**src/rtl/grid_row_clear_if.sv**
```systemverilog
// Placement handshake and grid/score status bundle for grid_row_clear.
// master = placement source / display side, slave = the row-clear engine.
interface grid_row_clear_if #(
    parameter int SCORE_W = 8
);
    logic               place_valid;
    logic [11:0]        place_mask;
    logic               place_ready;
    logic [11:0]        grid;
    logic               busy;
    logic               clear_pulse;
    logic [2:0]         cleared_row;
    logic [SCORE_W-1:0] score;
    logic               overlap_err;

    modport master (
        output place_valid, place_mask,
        input  place_ready, grid, busy, clear_pulse, cleared_row, score, overlap_err
    );

    modport slave (
        input  place_valid, place_mask,
        output place_ready, grid, busy, clear_pulse, cleared_row, score, overlap_err
    );
endinterface

```
**src/rtl/grid_row_clear.sv**
```systemverilog
// Row-clear engine for the 4x3 grid: accepts placements, then clears full rows top-first, one per pass.
// Define GRID_FLASH_EN to blank each full row for FLASH_CYCLES cycles before it collapses.
module grid_row_clear #(
    parameter int FLASH_CYCLES = 2,
    parameter int SCORE_W      = 8
) (
    input  logic            clk,
    input  logic            reset,
    grid_row_clear_if.slave bus,
    output logic [1:0]      dbg_state
);

    typedef enum logic [1:0] {
        IDLE  = 2'd0,
        CHECK = 2'd1,
        FLASH = 2'd2,
        SHIFT = 2'd3
    } state_t;

    state_t             state_q, state_d;
    logic [11:0]        grid_q, grid_d;
    logic [SCORE_W-1:0] score_q, score_d;
    logic [2:0]         row_q, row_d;
    logic               ovl_q, ovl_d;
    logic [2:0]         full_sel;
    logic [11:0]        collapsed;
    logic [SCORE_W-1:0] score_inc;

`ifdef GRID_FLASH_EN
    localparam int CNT_W = (FLASH_CYCLES > 1) ? $clog2(FLASH_CYCLES) : 1;
    localparam logic [CNT_W-1:0] CNT_LOAD = CNT_W'(FLASH_CYCLES - 1);
    logic [CNT_W-1:0] cnt_q, cnt_d;
    logic [11:0]      row_mask;
`endif

    // Handshake: a placement transfers on a rising edge where place_valid && place_ready;
    // place_ready is high only in IDLE, and place_mask matters only on that edge.
    assign bus.place_ready = (state_q == IDLE);
    assign bus.busy        = (state_q != IDLE);
    assign bus.clear_pulse = (state_q == SHIFT);
    assign bus.cleared_row = row_q;
    assign bus.score       = score_q;
    assign bus.overlap_err = ovl_q;
    assign dbg_state       = state_q;

`ifdef GRID_FLASH_EN
    assign row_mask = {{4{row_q[2]}}, {4{row_q[1]}}, {4{row_q[0]}}};
    assign bus.grid = (state_q == FLASH) ? (grid_q & ~row_mask) : grid_q;
`else
    assign bus.grid = grid_q;
`endif

    // Top row wins so collapses proceed from the top of the stack downward.
    always_comb begin
        full_sel = 3'b000;
        if (&grid_q[3:0])       full_sel = 3'b001;
        else if (&grid_q[7:4])  full_sel = 3'b010;
        else if (&grid_q[11:8]) full_sel = 3'b100;
    end

    always_comb begin
        collapsed = grid_q;
        case (row_q)
            3'b001:  collapsed = {grid_q[11:4], 4'b0000};
            3'b010:  collapsed = {grid_q[11:8], grid_q[3:0], 4'b0000};
            3'b100:  collapsed = {grid_q[7:4], grid_q[3:0], 4'b0000};
            default: collapsed = grid_q;
        endcase
    end

    assign score_inc = (score_q == {SCORE_W{1'b1}}) ? score_q : score_q + SCORE_W'(1);

    always_comb begin
        state_d = state_q;
        grid_d  = grid_q;
        score_d = score_q;
        row_d   = row_q;
        ovl_d   = 1'b0;
`ifdef GRID_FLASH_EN
        cnt_d   = cnt_q;
`endif
        case (state_q)
            IDLE: begin
                if (bus.place_valid) begin
                    grid_d  = grid_q | bus.place_mask;
                    ovl_d   = |(grid_q & bus.place_mask);
                    state_d = CHECK;
                end
            end
            CHECK: begin
                row_d = full_sel;
                if (full_sel == 3'b000) begin
                    state_d = IDLE;
                end else begin
`ifdef GRID_FLASH_EN
                    cnt_d   = CNT_LOAD;
                    state_d = FLASH;
`else
                    state_d = SHIFT;
`endif
                end
            end
            FLASH: begin
`ifdef GRID_FLASH_EN
                if (cnt_q == '0) state_d = SHIFT;
                else             cnt_d   = cnt_q - CNT_W'(1);
`else
                state_d = IDLE;
`endif
            end
            SHIFT: begin
                grid_d  = collapsed;
                score_d = score_inc;
                row_d   = 3'b000;
                state_d = CHECK;
            end
            default: state_d = IDLE;
        endcase
    end

    always_ff @(posedge clk or posedge reset) begin
        if (reset) begin
            state_q <= IDLE;
            grid_q  <= '0;
            score_q <= '0;
            row_q   <= 3'b000;
            ovl_q   <= 1'b0;
`ifdef GRID_FLASH_EN
            cnt_q   <= '0;
`endif
        end else begin
            state_q <= state_d;
            grid_q  <= grid_d;
            score_q <= score_d;
            row_q   <= row_d;
            ovl_q   <= ovl_d;
`ifdef GRID_FLASH_EN
            cnt_q   <= cnt_d;
`endif
        end
    end

endmodule

```
**src/flat_wrapper.sv**
```systemverilog
// flat-port wrapper written by rule: the top's interface ports become plain ports
module grid_row_clear_flat 
#(
    parameter int FLASH_CYCLES = 2,
    parameter int SCORE_W      = 8
)
  (clk, reset, dbg_state, bus_place_valid, bus_place_mask, bus_place_ready, bus_grid, bus_busy, bus_clear_pulse, bus_cleared_row, bus_score, bus_overlap_err);
  grid_row_clear_if #(.SCORE_W(SCORE_W)) bus_i ();
  input  logic clk;
  input  logic reset;
  output logic [1:0] dbg_state;
  input wire logic [$bits(bus_i.place_valid)-1:0] bus_place_valid;
  input wire logic [$bits(bus_i.place_mask)-1:0] bus_place_mask;
  output wire logic [$bits(bus_i.place_ready)-1:0] bus_place_ready;
  output wire logic [$bits(bus_i.grid)-1:0] bus_grid;
  output wire logic [$bits(bus_i.busy)-1:0] bus_busy;
  output wire logic [$bits(bus_i.clear_pulse)-1:0] bus_clear_pulse;
  output wire logic [$bits(bus_i.cleared_row)-1:0] bus_cleared_row;
  output wire logic [$bits(bus_i.score)-1:0] bus_score;
  output wire logic [$bits(bus_i.overlap_err)-1:0] bus_overlap_err;
  assign bus_i.place_valid = bus_place_valid;
  assign bus_i.place_mask = bus_place_mask;
  assign bus_place_ready = bus_i.place_ready;
  assign bus_grid = bus_i.grid;
  assign bus_busy = bus_i.busy;
  assign bus_clear_pulse = bus_i.clear_pulse;
  assign bus_cleared_row = bus_i.cleared_row;
  assign bus_score = bus_i.score;
  assign bus_overlap_err = bus_i.overlap_err;
  grid_row_clear #(.FLASH_CYCLES(FLASH_CYCLES), .SCORE_W(SCORE_W)) u_core (.clk(clk), .reset(reset), .bus(bus_i), .dbg_state(dbg_state));
endmodule
```
**config.mk**
```make
export PLATFORM = sky130hd
export DESIGN_NAME = grid_row_clear_flat
export DESIGN_NICKNAME = d
export VERILOG_FILES = /design/src/rtl/grid_row_clear_if.sv /design/src/rtl/grid_row_clear.sv /design/src/flat_wrapper.sv
export SDC_FILE = /design/constraint.sdc
export NUM_CORES = 1
export LEC_CHECK = 0
export CAP_MARGIN = 20
export CORE_ASPECT_RATIO = 1.75
export CORE_MARGIN = 2
export CORE_UTILIZATION = 47
export CTS_CLUSTER_DIAMETER = 40
export CTS_CLUSTER_SIZE = 20
export DETAILED_ROUTE_END_ITERATION = 8
export PLACE_DENSITY_LB_ADDON = 0.12
export SLEW_MARGIN = 20
export SYNTH_ARGS = -nofsm -noshare
export SYNTH_HDL_FRONTEND = slang
export SYNTH_SLANG_ARGS = --single-unit
export TNS_END_PERCENT = 1
```
**constraint.sdc**
```tcl
create_clock -name clk -period 1.91 [get_ports clk]
set_input_delay 0.2865 -clock clk [delete_from_list [all_inputs] [get_ports clk]]
set_output_delay 0.2865 -clock clk [all_outputs]
set_load 0.01 [all_outputs]
```
==> results by group, run 1 <==
Finish
  – Fill count: 264
  – Share of layout cells above drive strength 1: 0.151
  – Final core utilization: 0.682
  – Final #Nets: 220
  – P&R area growth vs syn: 41.5%
  – # diodes: 0
  – Final Instance Area: 0.00212 mm²
  – Fin cells: 242

Clock network
  – Root Driver: clkbuf_8
  – CTS tree: done
  – CTS Buffer Depth: 2
  – Clock tree sinks: 26
  – H-tree lvl count: 1
  – Worst-Skew Late Latency: 0.28 ns
  – CTS buffer count: 3
  – Clock transition at path regs: 0.09 ns
  – Hold-fix buffers, CTS: 0

Run status
  – Run status: finished, final reports clean

Routing
  – Vias per cell: 6.00
  – 1st-pass router iterations: 4
  – DRC Markers: 0
  – Post-route ant nets: 0
  – WL final: approximately 4.2 mm
  – Via Count: 1451
  – DR iter-0 viols: 48
  – Routed length per instance: 17.4 µm

Yosys
  – Post-synthesis cell area: 0.00150 mm²
  – Syn avg cell area: between 10 and 15 µm²
  – Synth Instances: 146
  – Synth unique cells: 40
  – Post-synth EDFFs: 0
  – Synth Net Count: 166
  – Flops & latches, synth: 26
  – Sequential area share after synthesis: 0.434
  – Synth async-reset ratio: 1.00
  – YS warnings: 0
  – Ys flop type: dfrtp_1

Global route
  – Vias in the first global route: around 1500
  – Largest net degree at the start of global routing: 27
  – First-pass GRT wire length: 6.87 mm
  – Initial antenna violation count: 0
  – GRT Overall Usage: 0.257
  – Gr ovfl total: 0

STA
  – Final worst path period share: 0.966
  – Max Freq: ~540 MHz
  – Fin. Hold Viols: 0
  – Max-slew headroom: 0.629
  – Final slew viol count: 0
  – Final setup violation count: 0
  – PnR worst setup slack: 0.0648 ns
  – Fin crit period: between 1.5 and 2 ns
  – Final worst clock skew: around 0.0022 ns
  – RSZ-0062 raised after global routing: true
  – Worst Hold Margin: 0.370 ns
  – Tightest Pin Transition: 0.552 ns

Floorplanning
  – Chip Height: 78.7 µm
  – Row count: 27
  – Die area: around 0.0037 mm²
  – # IOs: 44
  – Starting density of the core: 0.482
  – Core area: 0.00311 mm²
  – Chip Width: between 40 and 50 µm

Critical path
  – Worst reg2reg setup slack: 0.06 ns
  – Data arrival, critical path: ~2.0 ns
  – CP peak stage delay: just over 0.5 ns
  – CP bufs+invs: 2
  – Crit-path max FO: 11
  – WP data required: 2.08 ns
  – CP Cell Sequence: inv_1 > ha_1 > nor2b_1 > buf_4 > or4b_4 > o22a_1
  – FF-to-FF End: u_core.bus.grid[11]
  – Crit path max-delay family: simple AND/OR/NAND/NOR gates
  – Crit Path Class: reg2reg
  – CP Capture Type: flip-flop
  – Worst r2r src: u_core.dbg_state[0]
  – Nature of the critical path startpoint: flip-flop
  – Slowest stage cell, crit path: or4b_4
  – Worst r2r path cells: 6

Place
  – Pre-CTS setup slack: 0.0653 ns
  – Port Buf Inserts: 43
  – Placed Area: around 0.002 mm²
  – Gp weighted congestion: 0.856
  – Dpl hpwl: 3.16 mm
  – Inst Count DP: 237

Min path
  – HP Class: in2async

Power and ir drop
  – VDD IR max: 1.24 mV
  – Pleak: between 0.8 and 0.9 nW
  – PD cells: 1690 mW/mm²

Job
  – Max_cap viols: 0
-- metal layers --
layer	up-vias	track usage	wire length [µm]
met5	-	0	0
met4	0	0.111	116
met3	12	0.0506	250
met2	63	0.433	2310
met1	709	0.301	1520
li1	667	-	-
-- cell type report --
cell class              instances  area [µm²]  area share
repair buffers                 55         522       0.246
flip-flops and latches         26         653       0.308
well taps                      43        53.8      0.0254
multi-input cells             104         798       0.377
inverters                      10        37.5      0.0177
clock buffers                   4        55.1      0.0260
-- synthesized netlist by cell type (all sizes together) (3+ instances only) --
cell | count | area share
clkbuf | 5 | 0.013
nand4 | 6 | 0.025
nand2b | 5 | 0.021
mux2 | 4 | 0.030
o22a | 4 | 0.024
a22o | 4 | 0.023
xnor2 | 4 | 0.023
a2111oi | 4 | 0.023
ha | 5 | 0.042
o31ai | 4 | 0.020
inv | 10 | 0.025
nor2b | 5 | 0.021
dfrtp | 26 | 0.43
a221oi | 3 | 0.018
o311a | 4 | 0.027
o211ai | 5 | 0.025
a21oi | 4 | 0.013
nor2 | 10 | 0.025
nand2 | 6 | 0.015
-- cell families (layout without fill, tap and decap cells) --
kind of cell / count (synthesis) / in the layout / synth area share
compound gates: 46 / 46 / 0.253
simple gates: 45 / 45 / 0.176
flops: 26 / 26 / 0.434
buf+inv: 16 / 69 / 0.0409
fa+ha+maj: 5 / 5 / 0.0418
xor+xnor: 4 / 4 / 0.0234
mux: 4 / 4 / 0.0301
-- per-stage QoR --
step                setup TNS, ns  total power, W
finish                          0         0.00358
global route            -0.000233         0.00384
CTS                       -0.0231         0.00358
detailed placement              0         0.00315
global placement                0         0.00309
floorplan                       0         0.00221
-- registers in the layout (all words and copies together), names as in the netlist --
register / count
u_core.bus.grid: 12
u_core.bus.score: 8
u_core.bus.cleared_row: 3
u_core.dbg_state: 2
u_core.bus.overlap_err: 1
-- worst max path at each step --
stage | endpoint | startpoint | depth (start not counted) | slack, ns
after floorplan | u_core.bus.grid[8] | u_core.dbg_state[0] | 6 | 0.05
after global placement | u_core.bus.grid[11] | bus_place_valid | 5 | 0.10
after detailed placement | u_core.bus.grid[11] | u_core.dbg_state[0] | 4 | 0.07
after CTS | bus_place_ready | u_core.dbg_state[1] | 4 | -0.02
after global routing | u_core.bus.grid[3] | u_core.dbg_state[0] | 6 | -0.0002
final | u_core.bus.grid[11] | u_core.dbg_state[0] | 6 | 0.06
-- cell usage in the layout, fill, tap and decap left out, types with 3 or more instances in the layout --
cell,Yosys,layout
a2111oi_0,4,4
a21oi_1,4,4
a221oi_1,3,3
a22o_1,4,4
buf_4,0,12
clkbuf_8,0,4
clkdlybuf4s50_1,0,41
dfrtp_1,26,24
ha_1,5,4
inv_1,10,10
mux2_2,4,4
nand2_1,6,6
nand2b_1,5,5
nand4_1,6,6
nor2_1,10,10
nor2b_1,5,5
o211ai_1,5,5
o22a_1,3,3
o311a_1,4,4
o31ai_1,4,4
xnor2_1,4,4
-- power by group --
group / internal (W) / switching [W] / leakage [nW]
Combinational: 0.00113 / 0.00102 / 0.550
Clock: 0.000185 / 0.000184 / 0.0288
Sequential: 0.000764 / 0.000293 / 0.289
Total: 0.00208 / 0.00150 / 0.868
-- repair_timing --
action,in CTS,in global routing
endpoints found under the setup margin,3,11
resized for setup,3,3
buffers inserted,1,0
pin swaps,0,1
-- tightest hold or removal path, delay by kind of cell --
family                 cells  cell delay, ns
buffers and inverters      3            0.78
(Power assumes the default switching activity.)
==> inputs of run 2 (changes only) <==
==> constraint.sdc (replaced) <==
create_clock -name clk -period 2 [get_ports clk]
set_input_delay 0.3 -clock clk [delete_from_list [all_inputs] [get_ports clk]]
set_output_delay 0.3 -clock clk [all_outputs]
set_load 0.01 [all_outputs]
==> run 2 against run 1 <==
Net effect: setup slack gained 0.015 ns; global-route usage fell by 1.7 points; clock skew up 0.0012 ns; core utilization is 1.7 points lower; via count decreased by 2.8%; sequential share of layout area rose by 0.66 points; first-iteration DRC count increased by 8.3%.
==> results by group, run 2 (same netlist as run 1, synthesis figures left out) <==
Finish
  – # diodes: 0
  – Number of flip-flops under the largest register name: 12
  – Final #Nets: 217
  – Most frequent cells in the layout: 43 x clkdlybuf4s50_1, 26 x dfrtp_1, 10 x nor2_1, 10 x inv_1, 9 x buf_4
  – Commonest non-fill, non-tap cell in the layout: clkdlybuf4s50_1
  – P&R area growth vs syn: 38.0%
  – Final Instance Area: 0.00207 mm²
  – Share of layout cells above drive strength 1: 0.118
  – Fill count: 276

Power and ir drop
  – VDD IR max: about 0.87 mV
  – Pleak: 0.830 nW
  – PD cells: 1570 mW/mm²
  – Pwr Total: 0.00324 W

Global route
  – Initial antenna violation count: 0
  – Met3 Use GR: 0.0299
  – GR Layer Usage met1: 0.274
  – Gr ovfl total: 0
  – Vias in the first global route: between 1000 and 1500
  – GRT Overall Usage: 0.241
  – First-pass GRT wire length: 6.49 mm
  – Met2 Use GR: 0.396
  – GR peak layer: met2
  – Largest net degree at the start of global routing: 27

Clock network
  – CTS buffer count: 3
  – Root Driver: clkbuf_8
  – Hold-fix buffers, CTS: 0
  – Clock transition at path regs: ~0.090 ns
  – Worst-Skew Late Latency: 0.27 ns
  – Clock tree sinks: 26
  – H-tree lvl count: 1
  – # resized after CTS: 0
  – CTS tree: done
  – CTS Buffer Depth: 2
  – Post-CTS Setup Inserts: 0

Routing
  – Post-route ant nets: 0
  – Routed length per instance: 16.3 µm
  – DRC Markers: 0
  – DR iter-0 viols: 52
  – Via Count: 1410
  – 1st-pass router iterations: 4
  – WL final: 3.89 mm
  – Vias per cell: 5.92

Run status
  – Run status: finished, final reports clean

STA
  – Final worst clock skew: 0.00342 ns
  – Final slew viol count: 0
  – Max-slew headroom: 0.674
  – Fin. Hold Viols: 0
  – Fin crit period: 1.92 ns
  – Final setup violation count: 0
  – Tightest Pin Transition: approximately 0.5 ns
  – Worst Hold Margin: 0.382 ns
  – Final worst path period share: 0.960
  – RSZ-0062 raised after global routing: false
  – Max Freq: approximately 520 MHz
  – Setup TNS: 0 ns

Critical path
  – Crit-path max FO: 7
  – Data arrival, critical path: 1.62 ns
  – WP data required: roughly 1.7 ns
  – Crit Path Class: reg2out
  – CP Capture Type: primary output
  – Nature of the critical path startpoint: flip-flop

Place
  – Placed Area: 0.00203 mm²
  – Port Buf Inserts: 43
  – Dpl hpwl: about 3.0 mm
  – Gp weighted congestion: 0.845

Job
  – Max_cap viols: 0

Floorplanning
  – Core area: ~0.0031 mm²
  – Die area: 0.00367 mm²
  – Starting density of the core: 0.482
  – Row count: 27
  – # IOs: 44
  – Chip Width: 46.7 µm
  – Chip Height: between 70 and 80 µm

Min path
  – HP Class: in2async
run 2: changes by cell type in the layout (fill, tap and decap cells not counted), sizes merged:
cell / previous run / this run
buf: 12 / 9
clkbuf: 4 / 3
clkdlybuf4s50: 41 / 43
dlygate4sd2: 1 / 0
dlymetal6s2s: 1 / 0
run 2: power breakdown:
part / internal, W / switching, W
clock: 0.000135 / 0.000158
sequential: 0.000725 / 0.000268
combinational: 0.00103 / 0.000929
total: 0.00189 / 0.00136
run 2: cell type report:
| class | count | area (µm²) | area share |
|---|---|---|---|
| Tap cell | 43 | 53.8 | 0.0260 |
| Multi-Input combinational cell | 104 | 786 | 0.380 |
| Inverter | 10 | 37.5 | 0.0182 |
| Clock buffer | 3 | 41.3 | 0.0200 |
| Sequential cell | 26 | 651 | 0.315 |
| Timing Repair Buffer | 52 | 498 | 0.241 |
run 2: worst paths after layout:
kind / startpoint / end / slack [ns] / cells after the start
setup reg to reg: u_core.dbg_state[0] / u_core.bus.grid[11] / 0.11 / 6
max in group asynchronous: reset / u_core.bus.grid[10] / 1.36 / 3
hold reg to reg: u_core.bus.score[7] / u_core.bus.score[7] / 0.53 / 1
setup / recovery: u_core.dbg_state[1] / bus_clear_pulse / 0.08 / 2
hold / removal: reset / u_core.bus.score[6] / 0.38 / 3
min in group clk: u_core.bus.score[7] / u_core.bus.score[7] / 0.53 / 1
run 2: worst max-delay path, cell delays in order (launching register included):
cell             delay, ns
dfrtp_1               0.42
ha_1                  0.34
clkdlybuf4s50_1       0.59
run 2: metrics by stage:
stage | worst slack [ns] | util | cells
CTS | 0.0785 | 0.665 | 238
finish | 0.0794 | 0.665 | 238
detailed placement | 0.117 | 0.652 | 235
global route | 0.0248 | 0.665 | 238
floorplan | 0.140 | - | 146
global placement | 0.173 | 0.652 | 235
run 2: routing by layer:
layer | up-vias | share of wire
li1 | 662 | -
met1 | 662 | 0.36
met2 | 69 | 0.53
met3 | 17 | 0.057
met4 | 0 | 0.049
met5 | - | 0
==> inputs of run 3 (changes only) <==
--- a/config.mk
+++ b/config.mk
@@ -8,7 +8,7 @@
 export CAP_MARGIN = 20
 export CORE_ASPECT_RATIO = 1.75
 export CORE_MARGIN = 2
-export CORE_UTILIZATION = 47
+export CORE_UTILIZATION = 50
 export CTS_CLUSTER_DIAMETER = 40
 export CTS_CLUSTER_SIZE = 20
 export DETAILED_ROUTE_END_ITERATION = 8
==> constraint.sdc (replaced) <==
create_clock -name clk -period 2.4 [get_ports clk]
set_input_delay 0.36 -clock clk [delete_from_list [all_inputs] [get_ports clk]]
set_output_delay 0.36 -clock clk [all_outputs]
set_load 0.01 [all_outputs]
==> run 3 against run 2 <==
Net effect: via count increased by 1.1%; die area decreased by 5.6%; critical path depth increased by 4; clock skew decreased by 0.0011 ns; final cell count decreased by 8.8%; clock power decreased by 14%; global-route usage increased by 1.1 points; core utilization increased by 2.7 points; sequential power decreased by 15%; register-to-register slack improved by 0.29 ns; setup slack improved by 0.32 ns; critical endpoint is now u_core.bus.grid[11]; total power decreased by 17%.
==> results by group, run 3 (same netlist as run 1, synthesis figures left out) <==
Clock network
  – Clock tree sinks: 26
  – CTS tree: done
  – Clock transition at path regs: 0.09 ns
  – CTS Buffer Depth: 2
  – H-tree lvl count: 1
  – Hold-fix buffers, CTS: 0
  – Root Driver: clkbuf_8
  – # resized after CTS: 0
  – Worst-Skew Late Latency: about 0.27 ns
  – CTS buffer count: 3
  – Post-CTS Setup Inserts: 0

Routing
  – Via Count: 1426
  – Vias per cell: 6.57
  – Post-route ant nets: 0
  – 1st-pass router iterations: 4
  – Routed length per instance: approximately 19 µm
  – DR iter-0 viols: 77
  – DRC Markers: 0
  – WL final: about 4 mm

Critical path
  – CP peak stage delay: 0.63 ns
  – Crit Path Class: reg2reg
  – CP Cell Sequence: inv_1 > ha_1 > nor2b_1 > buf_4 > a2111oi_0 > o22a_1
  – Crit-path max FO: 18
  – WP data required: about 2.6 ns
  – CP Capture Type: flip-flop
  – Slowest stage cell, crit path: a2111oi_0
  – CP bufs+invs: 2
  – Nature of the critical path startpoint: flip-flop
  – Data arrival, critical path: between 2 and 2.5 ns
  – Crit path max-delay family: compound AO/OA/AOI/OAI gates

Place
  – Gp weighted congestion: 0.850
  – Dpl hpwl: 2.99 mm
  – Inst Count DP: 214
  – Pre-CTS setup slack: 0.473 ns
  – Port Buf Inserts: 43

Floorplanning
  – Chip Height: 76.4 µm
  – Core area: 0.00290 mm²
  – Die area: approximately 0.0035 mm²
  – # IOs: 44
  – Row count: 26
  – Chip Width: 45.4 µm
  – Starting density of the core: 0.517

Finish
  – Number of flip-flops under the largest register name: 12
  – Final #Nets: 211
  – Most frequent cells in the layout: 43 x clkdlybuf4s50_1, 26 x dfrtp_1, 10 x nor2_1, 10 x inv_1
  – Share of layout cells above drive strength 1: 0.0899
  – Commonest non-fill, non-tap cell in the layout: clkdlybuf4s50_1
  – P&R area growth vs syn: 33.8%
  – Fill count: 243
  – # diodes: 0
  – Fin cells: 217

Power and ir drop
  – PD cells: 1340 mW/mm²
  – VDD IR max: approximately 0.87 mV
  – Pleak: around 0.80 nW

STA
  – RSZ-0062 raised after global routing: false
  – Fin. Hold Viols: 0
  – Setup TNS: 0 ns
  – Final worst clock skew: ~0.0023 ns
  – Max-slew headroom: 0.551
  – Worst Hold Margin: about 0.43 ns
  – PnR worst setup slack: 0.396 ns
  – Final worst path period share: 0.835
  – Tightest Pin Transition: around 0.66 ns
  – Final slew viol count: 0
  – Fin crit period: 2.00 ns
  – Final setup violation count: 0
  – Max Freq: between 400 and 500 MHz

Global route
  – GRT Overall Usage: 0.252
  – Initial antenna violation count: 0
  – Largest net degree at the start of global routing: 36
  – Gr ovfl total: 0
  – First-pass GRT wire length: 6.61 mm
  – Vias in the first global route: around 1400

Min path
  – HP Class: in2async

Run status
  – Run status: finished, final reports clean

Job
  – Max_cap viols: 0
run 3: per-layer routing:
metal | up-vias | GRT usage | share of wire
li1 | 650 | - | -
met1 | 705 | 0.289 | 0.37
met2 | 60 | 0.447 | 0.56
met3 | 11 | 0.0166 | 0.042
met4 | 0 | 0.112 | 0.026
met5 | - | 0 | 0
run 3: final cells by class:
type                       count  area, µm²  area share
sequential                    26        651       0.325
inverter                      10       37.5      0.0187
multi-input combinational    104        786       0.392
tap                           28       35.0      0.0175
timing repair buffer          46        453       0.226
clock buffer                   3       41.3      0.0206
run 3: final timing paths:
path / startpoint / to / slack [ns] / cells after the start
min in group clk: u_core.bus.score[0] / u_core.bus.score[0] / 0.54 / 1
min reg2reg: u_core.bus.score[0] / u_core.bus.score[0] / 0.54 / 1
max in group asynchronous: reset / u_core.bus.grid[10] / 1.72 / 3
min: reset / u_core.bus.score[7] / 0.43 / 3
max reg2reg: u_core.dbg_state[1] / u_core.bus.grid[11] / 0.40 / 6
max: u_core.dbg_state[1] / u_core.bus.grid[11] / 0.40 / 6
run 3: power breakdown:
part	switching, W	internal (W)
combinational	0.000785	0.000789
sequential	0.000245	0.000604
clock	0.000139	0.000113
total	0.00117	0.00151
run 3: stage by stage:
step,total power (W),utilization,instance area [µm²]
floorplan,0.00176,-,1500
detailed placement,0.00241,0.678,1960
finish,0.00268,0.692,2000
global route,0.00286,0.692,2000
CTS,0.00266,0.692,2000
global placement,0.00234,0.678,1960
run 3: worst register-to-register path: cells and delay by family, from the launching register on:
family | cells | cell delay (ns)
buffers and inverters | 2 | 0.28
and+or+nand+nor | 1 | 0.14
AOI/OAI and AO/OA | 2 | 0.88
adders and majority gates | 1 | 0.22
DFF | 1 | 0.43
